$ cat src/rtl/gcd_pkg.sv
// Shared definitions for the GCD request arbiter: default sizes, FSM encoding, round-robin helper.
// Latency: none (declarations only).
// Backpressure: not applicable.
package gcd_pkg;

    localparam int GCD_NREQ_DEF    = 4;
    localparam int GCD_WIDTH_DEF   = 16;
    localparam int GCD_TIMEOUT_DEF = 1024;

    localparam logic [2:0] ST_IDLE   = 3'd0;
    localparam logic [2:0] ST_LOAD_A = 3'd1;
    localparam logic [2:0] ST_LOAD_B = 3'd2;
    localparam logic [2:0] ST_WAIT   = 3'd3;
    localparam logic [2:0] ST_RESP   = 3'd4;

    // Requester index visited at search step k (1..n) after last, wrapping modulo n.
    function automatic int rr_idx(input int last, input int k, input int n);
        int idx;
        idx = last + k;
        if (idx >= n) begin
            idx = idx - n;
        end
        return idx;
    endfunction

endpackage

$ cat src/rtl/rr_arbiter.sv
// Round-robin picker: one-hot grant of the first active request after last_grant.
// Latency: purely combinational.
// Backpressure: none; grant simply follows the request vector.
import gcd_pkg::*;

module rr_arbiter #(
    parameter int NREQ = GCD_NREQ_DEF,
    parameter int IW   = (NREQ > 1) ? $clog2(NREQ) : 1
) (
    input  logic [NREQ-1:0] req,
    input  logic [IW-1:0]   last_grant,
    output logic [NREQ-1:0] grant
);

    logic          found;
    logic [IW-1:0] idx;

    always_comb begin
        grant = '0;
        found = 1'b0;
        idx   = '0;
        for (int k = 1; k <= NREQ; k++) begin
            idx = IW'(rr_idx(int'(last_grant), k, NREQ));
            if (!found && req[idx]) begin
                grant[idx] = 1'b1;
                found      = 1'b1;
            end
        end
    end

endmodule

$ cat src/rtl/gcd_req_arbiter.sv
// Shares one serial GCD engine among NREQ requesters; GCD_ARB_TIMEOUT_EN adds a WAIT watchdog.
// Latency: 1 cycle accept->response on zero operand, else 3 + engine cycles.
// Backpressure: one operation in flight; other requesters hold req_valid until granted in IDLE.
import gcd_pkg::*;

module gcd_req_arbiter #(
    parameter int NREQ        = GCD_NREQ_DEF,
    parameter int WIDTH       = GCD_WIDTH_DEF,
    parameter int TIMEOUT_CYC = GCD_TIMEOUT_DEF
) (
    input  logic                  clk,
    input  logic                  rst,
    input  logic [NREQ-1:0]       req_valid,
    input  logic [NREQ*WIDTH-1:0] req_a,
    input  logic [NREQ*WIDTH-1:0] req_b,
    output logic [NREQ-1:0]       req_ready,
    output logic [NREQ-1:0]       rsp_valid,
    output logic [WIDTH-1:0]      rsp_data,
    output logic                  rsp_err,
    output logic                  eng_start,
    output logic [WIDTH-1:0]      eng_data,
    input  logic                  eng_done,
    input  logic [WIDTH-1:0]      eng_result
);

    localparam int IW = (NREQ > 1) ? $clog2(NREQ) : 1;

    logic [2:0]       state;
    logic [IW-1:0]    last_grant;
    logic [IW-1:0]    id_q;
    logic [WIDTH-1:0] a_q;
    logic [WIDTH-1:0] b_q;
    logic [WIDTH-1:0] result_q;

    logic [NREQ-1:0]  grant;
    logic [IW-1:0]    sel_idx;
    logic [WIDTH-1:0] a_sel;
    logic [WIDTH-1:0] b_sel;
    logic             accept;

`ifdef GCD_ARB_TIMEOUT_EN
    localparam int WD_W = $clog2(TIMEOUT_CYC + 1);
    logic [WD_W-1:0] wd_q;
    logic            err_q;
`endif

    rr_arbiter #(
        .NREQ (NREQ),
        .IW   (IW)
    ) u_rr (
        .req        (req_valid),
        .last_grant (last_grant),
        .grant      (grant)
    );

    always_comb begin
        sel_idx = '0;
        a_sel   = '0;
        b_sel   = '0;
        for (int i = 0; i < NREQ; i++) begin
            if (grant[i]) begin
                sel_idx = IW'(i);
                a_sel   = req_a[i*WIDTH +: WIDTH];
                b_sel   = req_b[i*WIDTH +: WIDTH];
            end
        end
    end

    // Grant only follows active requests, so any grant bit in IDLE is an acceptance.
    assign accept    = (state == ST_IDLE) && (|grant) && !rst;
    assign req_ready = accept ? grant : '0;

    always_ff @(posedge clk) begin
        if (rst) begin
            state      <= ST_IDLE;
            last_grant <= IW'(NREQ - 1);
            id_q       <= '0;
            a_q        <= '0;
            b_q        <= '0;
            result_q   <= '0;
`ifdef GCD_ARB_TIMEOUT_EN
            wd_q       <= '0;
            err_q      <= 1'b0;
`endif
        end else begin
            case (state)
                ST_IDLE: begin
                    if (accept) begin
                        a_q        <= a_sel;
                        b_q        <= b_sel;
                        id_q       <= sel_idx;
                        last_grant <= sel_idx;
                        // gcd(x,0) = x, so a zero operand never needs the engine.
                        if ((a_sel == '0) || (b_sel == '0)) begin
                            result_q <= a_sel | b_sel;
`ifdef GCD_ARB_TIMEOUT_EN
                            err_q    <= 1'b0;
`endif
                            state    <= ST_RESP;
                        end else begin
                            state    <= ST_LOAD_A;
                        end
                    end
                end
                ST_LOAD_A: state <= ST_LOAD_B;
                ST_LOAD_B: begin
                    state <= ST_WAIT;
`ifdef GCD_ARB_TIMEOUT_EN
                    wd_q  <= '0;
`endif
                end
                ST_WAIT: begin
                    if (eng_done) begin
                        result_q <= eng_result;
`ifdef GCD_ARB_TIMEOUT_EN
                        err_q    <= 1'b0;
`endif
                        state    <= ST_RESP;
                    end
`ifdef GCD_ARB_TIMEOUT_EN
                    else if (wd_q == WD_W'(TIMEOUT_CYC - 1)) begin
                        result_q <= '0;
                        err_q    <= 1'b1;
                        state    <= ST_RESP;
                    end else begin
                        wd_q <= wd_q + 1'b1;
                    end
`endif
                end
                ST_RESP:  state <= ST_IDLE;
                default:  state <= ST_IDLE;
            endcase
        end
    end

    assign eng_start = (state == ST_LOAD_A);
    assign eng_data  = (state == ST_LOAD_A) ? a_q :
                       (state == ST_LOAD_B) ? b_q : '0;

    always_comb begin
        rsp_valid = '0;
        for (int i = 0; i < NREQ; i++) begin
            rsp_valid[i] = (state == ST_RESP) && (id_q == IW'(i));
        end
    end

    assign rsp_data = (state == ST_RESP) ? result_q : '0;
`ifdef GCD_ARB_TIMEOUT_EN
    assign rsp_err  = (state == ST_RESP) && err_q;
`else
    assign rsp_err  = 1'b0;
`endif

endmodule

$ cat config.mk
export PLATFORM = sky130hd
export DESIGN_NAME = gcd_req_arbiter
export DESIGN_NICKNAME = d
export VERILOG_FILES = /design/src/rtl/gcd_pkg.sv /design/src/rtl/rr_arbiter.sv /design/src/rtl/gcd_req_arbiter.sv
export SDC_FILE = /design/constraint.sdc
export NUM_CORES = 1
export LEC_CHECK = 0
export BUFFER_PORTS_ARGS = -buffer_cell sky130_fd_sc_hd__buf_2
export CAP_MARGIN = 5
export CORE_MARGIN = 10
export CORE_UTILIZATION = 40
export DETAILED_ROUTE_END_ITERATION = 8
export PLACE_DENSITY = 0.78
export SLEW_MARGIN = 10
export SYNTH_ARGS = -nofsm -noshare
export SYNTH_HDL_FRONTEND = slang
export SYNTH_SLANG_ARGS = --single-unit
export TNS_END_PERCENT = 10
$ cat constraint.sdc
create_clock -name clk -period 5.64 [get_ports clk]
set_clock_uncertainty 0.15 [all_clocks]
set_input_delay 0.282 -clock clk [delete_from_list [all_inputs] [get_ports clk]]
set_output_delay 0.282 -clock clk [all_outputs]
set_load 0.005 [all_outputs]
==> results.ini, run 1 <==
[global_route]
use_met3_pct = 6.04
use_met2_pct = 34.6
grt_max_degree = 68
grtUsageTotal_pct = 22.4
top_usage_layer = met2
antenna_found_initial = 0
grtUsageMet1_pct = 28.9
grt_pass1_wl_um = 30100
gr-total-overflow = 0
grt_pass1_vias = 5542

[critical_path]
end_kind = flop
arrival_ns = 5.24
path_class = reg2reg
cp-start-kind = flop
cp.required_ns = 5.67
worstPathMaxFanout = 26

[yosys]
syn-num-nets = 771
yosysWarnings = 0
synth_edf_count = 0
avgSynthCellArea_um2 = 7.72
ys_ff_latch = 55
async_flop_share_pct = 0
synth_cell_types = 72
synthCells = 612
yosysSeqAreaShare_pct = 23.3
syn_area_um2 = 4720
synthFlopType = dfxtp_1

[route]
drt_pass1_iterations = 5
drt-initial-drc-count = 610
drc_errors = 0
ant_nets = 0
wl_per_cell_um = 21.7
wl_um = 20000
via_per_inst = 6.27
vias = 5752

[placed_design]
dp.final_hpwl_um = 15900
finalWeightedCongestion = 0.931
port-buffer-count = 191

[timing]
hold_ws_ns = 0.190
max_freq_ghz = 0.192
worst_pin_slew_ns = 1.31
maxSlewViolCount = 0
rsz0062_at_grt = false
fin_crit_ns = 5.21
setup_tns_ns = 0
finalHoldViolations = 0
setup_viol = 0
post-route-period-util_pct = 92.4
max-slew-margin-rel_pct = 12.2

[finish]
drive_gt1_share_pct = 31.2
diodes = 0
area_growth_pct = 23.8
fin_nets = 934

[floorplan]
die_h_um = 129
start_util_pct = 41.2
io_pins = 193
die_x_um = 129
core_region_area_um2 = 11500
rows = 39
die-area_um2 = 16600

[min_path]
hp-class = in2reg

[clock_network]
cts_buffers = 5
clock_latency_ns = 0.29
cts_hold_buf = 0
cts_root_buffer = clkbuf_16
cts-resized-gates = 0
clkTransAtPathRegs_ns = 0.07
clock_sinks = 55
htreeDepth = 2
clockBufferDepth = 2
cts_tree = done
postCtsSetupRepairBufs = 0

[power]
ir_drop_v = 0.000427
p_per_area_nw_per_um2 = 663
power_w = 0.00388
leakagePower_nw = 2.55

[run_status]
outcome = finished, final reports clean

[run]
cap_viol_max_count = 0

-- final cells by class --
type,count,area [um2]
Clock buffer,6,139
Clock inverter,1,5.00
Fill cell,1132,5620
Inverter,21,78.8
Multi-Input combinational cell,486,3280
Sequential cell,55,1100
Tap cell,143,179
Timing Repair Buffer,206,1070
-- cell usage in the layout, fill, tap and decap left out, drive strengths merged, types with 16 or more instances in the layout --
cell / n
nand3b: 38
a22o: 16
o21ai: 74
nor2: 64
a21oi: 35
dfxtp: 55
buf: 206
inv: 21
nand3: 18
nand2: 35
-- worst max-delay path, cell delays in order (launching register included) --
cell	delay, ns
dfxtp_1	0.59
inv_1	0.24
ha_1	0.43
mux4_2	0.41
nand2b_1	0.26
inv_1	0.12
o21a_4	0.31
and2_1	0.34
a221oi_1	0.47
a2bb2oi_1	0.36
nand4_1	0.27
o32ai_4	0.67
buf_4	0.30
o21ai_1	0.07
o41ai_1	0.08
-- registers in the layout (all words and copies together) (netlist names) --
register / cells
b_q: 16
id_q: 2
result_q: 16
a_q: 16
state: 3
last_grant: 2
-- report_power, final --
group / leakage, nW / internal (W) / switching (W)
registers: 0.451 / 0.000498 / 0.0000649
clock network: 0.0727 / 0.000174 / 0.000137
logic: 2.03 / 0.00104 / 0.00197
total: 2.55 / 0.00171 / 0.00217
-- cell families after synthesis --
family / Yosys count / share of synthesized area [%]
compound gates: 237 / 37.2
flops: 55 / 23.3
fa+ha+maj: 8 / 2.12
simple gates: 226 / 26.0
other cells: 1 / 0.0794
mux: 14 / 3.84
buf+inv: 71 / 7.47
-- worst paths after layout --
check / start / to / slack (ns) / depth (start not counted)
min reg2reg: result_q[8] / result_q[8] / 0.32 / 2
max reg2reg: last_grant[1] / result_q[3] / 0.43 / 14
min: eng_result[14] / result_q[14] / 0.19 / 3
max: last_grant[1] / result_q[3] / 0.43 / 14
-- synthesized netlist by cell type, types with 12 or more instances --
| cell type | instances | area share (%) |
|---|---|---|
| nand3b_1 | 38 | 6.0 |
| a21oi_1 | 34 | 3.6 |
| nand2_1 | 34 | 2.7 |
| o21ai_1 | 29 | 3.1 |
| inv_1 | 21 | 1.7 |
| o21ai_0 | 42 | 4.5 |
| a31oi_1 | 13 | 1.7 |
| buf_2 | 12 | 1.3 |
| a22o_1 | 16 | 3.0 |
| dfxtp_1 | 55 | 23 |
| nand3_1 | 18 | 1.9 |
| nor2_1 | 63 | 5.0 |
| clkbuf_1 | 26 | 2.1 |
-- per-stage QoR --
step	utilization, %	instance area [um2]	instances	setup slack, ns
after floorplan	-	4720	612	1.43
after global placement	49.7	5700	911	0.674
after detailed placement	49.7	5700	911	0.568
after CTS	51.0	5850	918	0.550
after global routing	51.0	5850	918	0.134
final	51.0	5850	918	0.430
-- per-layer routing --
metal	part of all wire, %	wire length [um]
met5	0	0
met4	3.9	784
met3	11	2280
met1	40	7890
met2	45	8990
(Power assumes the default switching activity.)
==> inputs of run 2 (changes only) <==
==> constraint.sdc (replaced) <==
create_clock -name clk -period 5.8 [get_ports clk]
set_clock_uncertainty 0.15 [all_clocks]
set_input_delay 0.29 -clock clk [delete_from_list [all_inputs] [get_ports clk]]
set_output_delay 0.29 -clock clk [all_outputs]
set_load 0.005 [all_outputs]
==> results.ini, run 2 (synthesis gave the netlist of run 1 again) <==
[finish]
final_common_cell = buf_2
multiInputGateArea_um2 = 3280  ; unchanged
final_cells = 917  ; -0.11%
mostFrequentLayoutCells = 191 x buf_2, 63 x nor2_1, 55 x dfxtp_1
final_area_um2 = 5830  ; -0.24%
area_growth_pct = 23.6
fin_nets = 932  ; -0.21%
drive_gt1_share_pct = 31.0  ; -0.22 points
diodes = 0  ; unchanged
n_fill_cell = 1119  ; -1.1%
register_area_um2 = 1100  ; unchanged
top_regs = a_q (16), b_q (16), result_q (16)

[critical_path]
path_class = reg2reg
path_cells = inv_1 > ha_1 > mux4_2 > or2_1 > o311ai_4 > nand2_2 > o22ai_1 > a21oi_1 > a2111oi_0 > and4_1 > and4_1 > buf_4 > nor2_2 > o41ai_2
arrival_ns = 5.37  ; +0.13 ns
cp_common_cell = and4_1
max_stage_delay_ns = 0.71  ; +0.04 ns
rr_startpoint = last_grant[1]
crit_slowest_cell = o311ai_4
cp-start-kind = flop
worstSetupStartpoint = last_grant[1]
cp_num_buf_inv = 2  ; -1
worstPathMaxFanout = 25  ; -3.8%
path_delay_family = compound AO/OA/AOI/OAI gates
end_kind = flop
cp.required_ns = 5.85  ; +0.18 ns

[route]
drc_errors = 0  ; unchanged
met1_length_um = 8250  ; +4.6%
drt-initial-drc-count = 554  ; -9.2%
dr.max_layer_used = met4
via_per_inst = 6.12  ; -2.3%
vias = 5612  ; -2.4%
ant_nets = 0  ; unchanged
wl_per_cell_um = 21.3  ; -2.0%
drt_pass1_iterations = 7  ; +2
route.met2.wl_um = 9080  ; +0.91%
routed-wl-met3_um = 1740  ; -24%
wl_um = 19500  ; -2.1%

[floorplan]
rows = 39  ; unchanged
io_pins = 193  ; unchanged
die-area_um2 = 16600  ; unchanged
die_h_um = 129  ; unchanged
start_util_pct = 41.2  ; unchanged
core_region_area_um2 = 11500  ; unchanged
die_x_um = 129  ; unchanged

[timing]
hold_ws_ns = 0.187  ; -0.00357 ns
worst_pin_slew_ns = 1.24  ; -0.0730 ns
post-route-period-util_pct = 91.7  ; -0.62 points
maxSlewViolCount = 0  ; unchanged
max-slew-margin-rel_pct = 17.1  ; +4.9 points
rsz0062_at_grt = false
max_freq_ghz = 0.188  ; -2.1%
setup_tns_ns = 0  ; unchanged
finalHoldViolations = 0  ; unchanged
layout_setup_ws_ns = 0.479  ; +0.0483 ns
setup_viol = 0  ; unchanged
fin_crit_ns = 5.32  ; +0.112 ns

[power]
p_per_area_nw_per_um2 = 642  ; -3.2%
p_comb_share_pct = 77.4  ; about the same
p_sw_share_pct = 56.1  ; +0.25 points
ir_drop_v = 0.000382  ; -10%
leakagePower_nw = 2.54  ; -0.60%
power.switching_w = 0.00210  ; -3.0%
p_int_w = 0.00164  ; -4.0%
p_seq_share_pct = 14.6  ; about the same
clkPwrFrac_pct = 8.1  ; about the same

[global_route]
grtUsageTotal_pct = 22.2  ; -0.22 points
grt_max_degree = 68  ; unchanged
grt_pass1_vias = 5442  ; -1.8%
antenna_found_initial = 0  ; unchanged
grt_pass1_wl_um = 30100  ; -0.28%
gr-total-overflow = 0  ; unchanged

[placed_design]
finalWeightedCongestion = 0.922  ; -0.99%
port-buffer-count = 191  ; unchanged
dp.final_hpwl_um = 15700  ; -1.0%
pre_cts_slack_ns = 0.587  ; +0.0190 ns
dp_cells = 909  ; -0.22%
placed_area_um2 = 5690  ; -0.26%

[clock_network]
cts_root_buffer = clkbuf_16
cts_buffers = 5  ; unchanged
cts_hold_buf = 0  ; unchanged
clock_sinks = 55  ; unchanged
postCtsSetupRepairBufs = 0  ; unchanged
htreeDepth = 2  ; unchanged
clkTransAtPathRegs_ns = 0.07  ; about the same
cts_tree = done
clockBufferDepth = 2  ; unchanged
clock_latency_ns = 0.29  ; about the same
cts-resized-gates = 0  ; unchanged

[min_path]
hp-class = in2reg
hp-start = req_b[52]

[run_status]
outcome = finished, final reports clean

[run]
cap_viol_max_count = 0  ; unchanged

[run 2: cell types whose count changed in the layout (fill, tap and decap cells not counted), sizes merged]
cell / delta
clkinv: -1
buf: -2
clkinvlp: +1
inv: +1
[run 2: metal layers]
layer	vias up	GRT usage (%)
li1	2684	-
met1	2589	29.1
met3	34	4.39
met5	-	0
met4	0	6.42
met2	305	36.1
[run 2: final timing paths]
path,to,slack [ns],depth (start not counted)
worst max-delay path,result_q[14],0.48,14
worst min-delay path,b_q[4],0.19,3
worst max register to register,result_q[14],0.48,14
worst min register to register,result_q[8],0.32,2
[run 2: worst register-to-register path, delay by kind of cell, from the launching register on]
kind	cells	cell delay (ns)
simple gates	5	1.44
compound gates	5	1.74
fa+ha+maj	1	0.43
mux	1	0.41
buf+inv	2	0.50
flops	1	0.56
[run 2: power by group through the flow]
stage	Sequential [W]	Combinational, W	Clock, W
floorplan	0.000539	0.00206	0
global placement	0.000548	0.00279	0
detailed placement	0.000551	0.00282	0
CTS	0.000543	0.00283	0.000303
global route	0.000556	0.00312	0.000319
finish	0.000545	0.00290	0.000303
[run 2: through the flow]
stage,util [%],power (W)
4_1_cts,50.9,0.00368
5_1_grt,50.9,0.00399
3_5_place_dp,49.6,0.00337
6_report,50.9,0.00375
2_1_floorplan,-,0.00260
3_3_place_gp,49.6,0.00334
[run 2: layout make-up]
class / count / share of cell area (%)
Tap cell: 143 / 3.07
Clock inverter: 2 / 0.279
Timing Repair Buffer: 204 / 18.1
Inverter: 21 / 1.35
Multi-Input combinational cell: 486 / 56.2
Sequential cell: 55 / 18.9
Clock buffer: 6 / 2.21
==> inputs of run 3 (changes only) <==
--- a/config.mk
+++ b/config.mk
@@ -10,7 +10,7 @@
 export CORE_MARGIN = 10
 export CORE_UTILIZATION = 40
 export DETAILED_ROUTE_END_ITERATION = 8
-export PLACE_DENSITY = 0.78
+export PLACE_DENSITY = 0.74
 export SLEW_MARGIN = 10
 export SYNTH_ARGS = -nofsm -noshare
 export SYNTH_HDL_FRONTEND = slang
==> results.ini, run 3 (synthesis gave the netlist of run 1 again) <==
[timing]
setup_tns_ns = 0  ; unchanged
hold_ws_ns = 0.197  ; +0.00983 ns
rsz0062_at_grt = false
setup_viol = 0  ; unchanged
maxSlewViolCount = 0  ; unchanged
fin_crit_ns = 4.90  ; -0.421 ns
max_freq_ghz = 0.204  ; +8.6%
post-route-period-util_pct = 84.5  ; -7.3 points
finalHoldViolations = 0  ; unchanged
worst_pin_slew_ns = 1.16  ; -0.0773 ns
max-slew-margin-rel_pct = 22.6  ; +5.5 points

[min_path]
hp-class = in2reg

[clock_network]
cts_buffers = 5  ; unchanged
cts-resized-gates = 0  ; unchanged
cts_hold_buf = 0  ; unchanged
postCtsSetupRepairBufs = 0  ; unchanged
cts_root_buffer = clkbuf_16
clock_sinks = 55  ; unchanged
htreeDepth = 2  ; unchanged
clock_latency_ns = 0.30  ; about the same
clkTransAtPathRegs_ns = 0.07  ; about the same
clockBufferDepth = 2  ; unchanged
cts_tree = done

[global_route]
gr-total-overflow = 0  ; unchanged
grt_max_degree = 68  ; unchanged
grt_pass1_vias = 5684  ; +4.4%
grtUsageTotal_pct = 22.9  ; +0.67 points
antenna_found_initial = 0  ; unchanged
grt_pass1_wl_um = 30800  ; +2.3%

[power]
ir_drop_v = 0.000408  ; +6.8%
leakagePower_nw = 2.57  ; +1.1%
p_per_area_nw_per_um2 = 656  ; +2.1%

[route]
wl_per_cell_um = 21.8  ; +2.4%
wl_um = 20100  ; +2.7%
via_per_inst = 6.29  ; +2.9%
drt_pass1_iterations = 5  ; -2
vias = 5791  ; +3.2%
drc_errors = 0  ; unchanged
ant_nets = 0  ; unchanged
drt-initial-drc-count = 599  ; +8.1%

[run]
cap_viol_max_count = 0  ; unchanged

[floorplan]
rows = 39  ; unchanged
start_util_pct = 41.2  ; unchanged
die_x_um = 129  ; unchanged
core_region_area_um2 = 11500  ; unchanged
die-area_um2 = 16600  ; unchanged
die_h_um = 129  ; unchanged
io_pins = 193  ; unchanged

[critical_path]
worstPathMaxFanout = 25  ; unchanged
cp_num_buf_inv = 3  ; +1
end_kind = flop
cp.required_ns = 5.84  ; about the same
max_stage_delay_ns = 0.68  ; -0.03 ns
crit_slowest_cell = o32ai_4
arrival_ns = 4.94  ; -0.43 ns
path_cells = inv_1 > ha_1 > mux4_2 > a221o_1 > a21oi_4 > o21ai_2 > buf_4 > a221o_1 > a22oi_1 > nand4_1 > o32ai_4 > buf_4 > o21ai_1 > o41ai_1
cp-start-kind = flop
path_class = reg2reg
path_delay_family = compound AO/OA/AOI/OAI gates

[finish]
fin_nets = 935  ; +0.32%
n_fill_cell = 1173  ; +4.8%
final_area_um2 = 5880  ; +0.84%
mostFrequentLayoutCells = 191 x buf_2, 63 x nor2_1, 55 x dfxtp_1
top_regs = a_q (16), b_q (16), result_q (16)
drive_gt1_share_pct = 31.4  ; +0.40 points
diodes = 0  ; unchanged
utilization_pct = 51.3  ; +0.43 points
final_cells = 920  ; +0.33%
area_growth_pct = 24.6
final_common_cell = buf_2

[run_status]
outcome = finished, final reports clean

[placed_design]
port-buffer-count = 191  ; unchanged
dp_cells = 912  ; +0.33%
dp.final_hpwl_um = 15800  ; +0.37%
finalWeightedCongestion = 0.951  ; +3.2%
placed_area_um2 = 5710  ; +0.40%

run 3: changes by cell type in the layout (fill, tap and decap cells not counted), sizes merged:
cell	before	now
buf	204	207
bufinv	0	1
clkbuf	6	5
run 3: worst reg2reg max path, delay by kind of cell, from the launching register on:
family	cells	cell delay (ns)
DFF	1	0.33
muxes	1	0.42
buffers and inverters	3	0.74
AOI/OAI and AO/OA	8	2.47
and+or+nand+nor	1	0.26
adders and majority gates	1	0.41
run 3: cell type report:
class	count	area [um2]	area share [%]
clock buffers	5	125	2.13
clock inverters	3	46.3	0.787
inverters	21	78.8	1.34
well taps	143	179	3.04
multi-input cells	486	3280	55.7
repair buffers	207	1080	18.3
flip-flops and latches	55	1100	18.7
run 3: power breakdown:
group,total (W),internal [W],switching [W]
logic,0.00296,0.00102,0.00195
clock network,0.000353,0.000206,0.000147
registers,0.000540,0.000484,0.0000560
run 3: layer usage:
layer  routed length, um  track usage (%)  part of all wire (%)  vias up
met4                 532             6.35                   2.7        0
met2                9030             35.9                    45      379
met5                   0                0                     0        -
li1                    -                -                     -     2681
met3                2280             6.98                    11       53
met1                8230             29.7                    41     2678
run 3: stage by stage:
stage	total power (W)	setup slack (ns)
after global placement	0.00339	1.17
after CTS	0.00377	0.973
after global routing	0.00411	0.623
after floorplan	0.00260	1.59
after detailed placement	0.00341	0.991
final	0.00386	0.899
run 3: final timing paths:
path | startpoint | end | slack, ns | depth (start not counted)
worst min-delay path | req_b[55] | b_q[7] | 0.20 | 3
worst min register to register | b_q[14] | b_q[14] | 0.33 | 2
worst max-delay path | last_grant[1] | result_q[5] | 0.90 | 14
worst max register to register | last_grant[1] | result_q[5] | 0.90 | 14
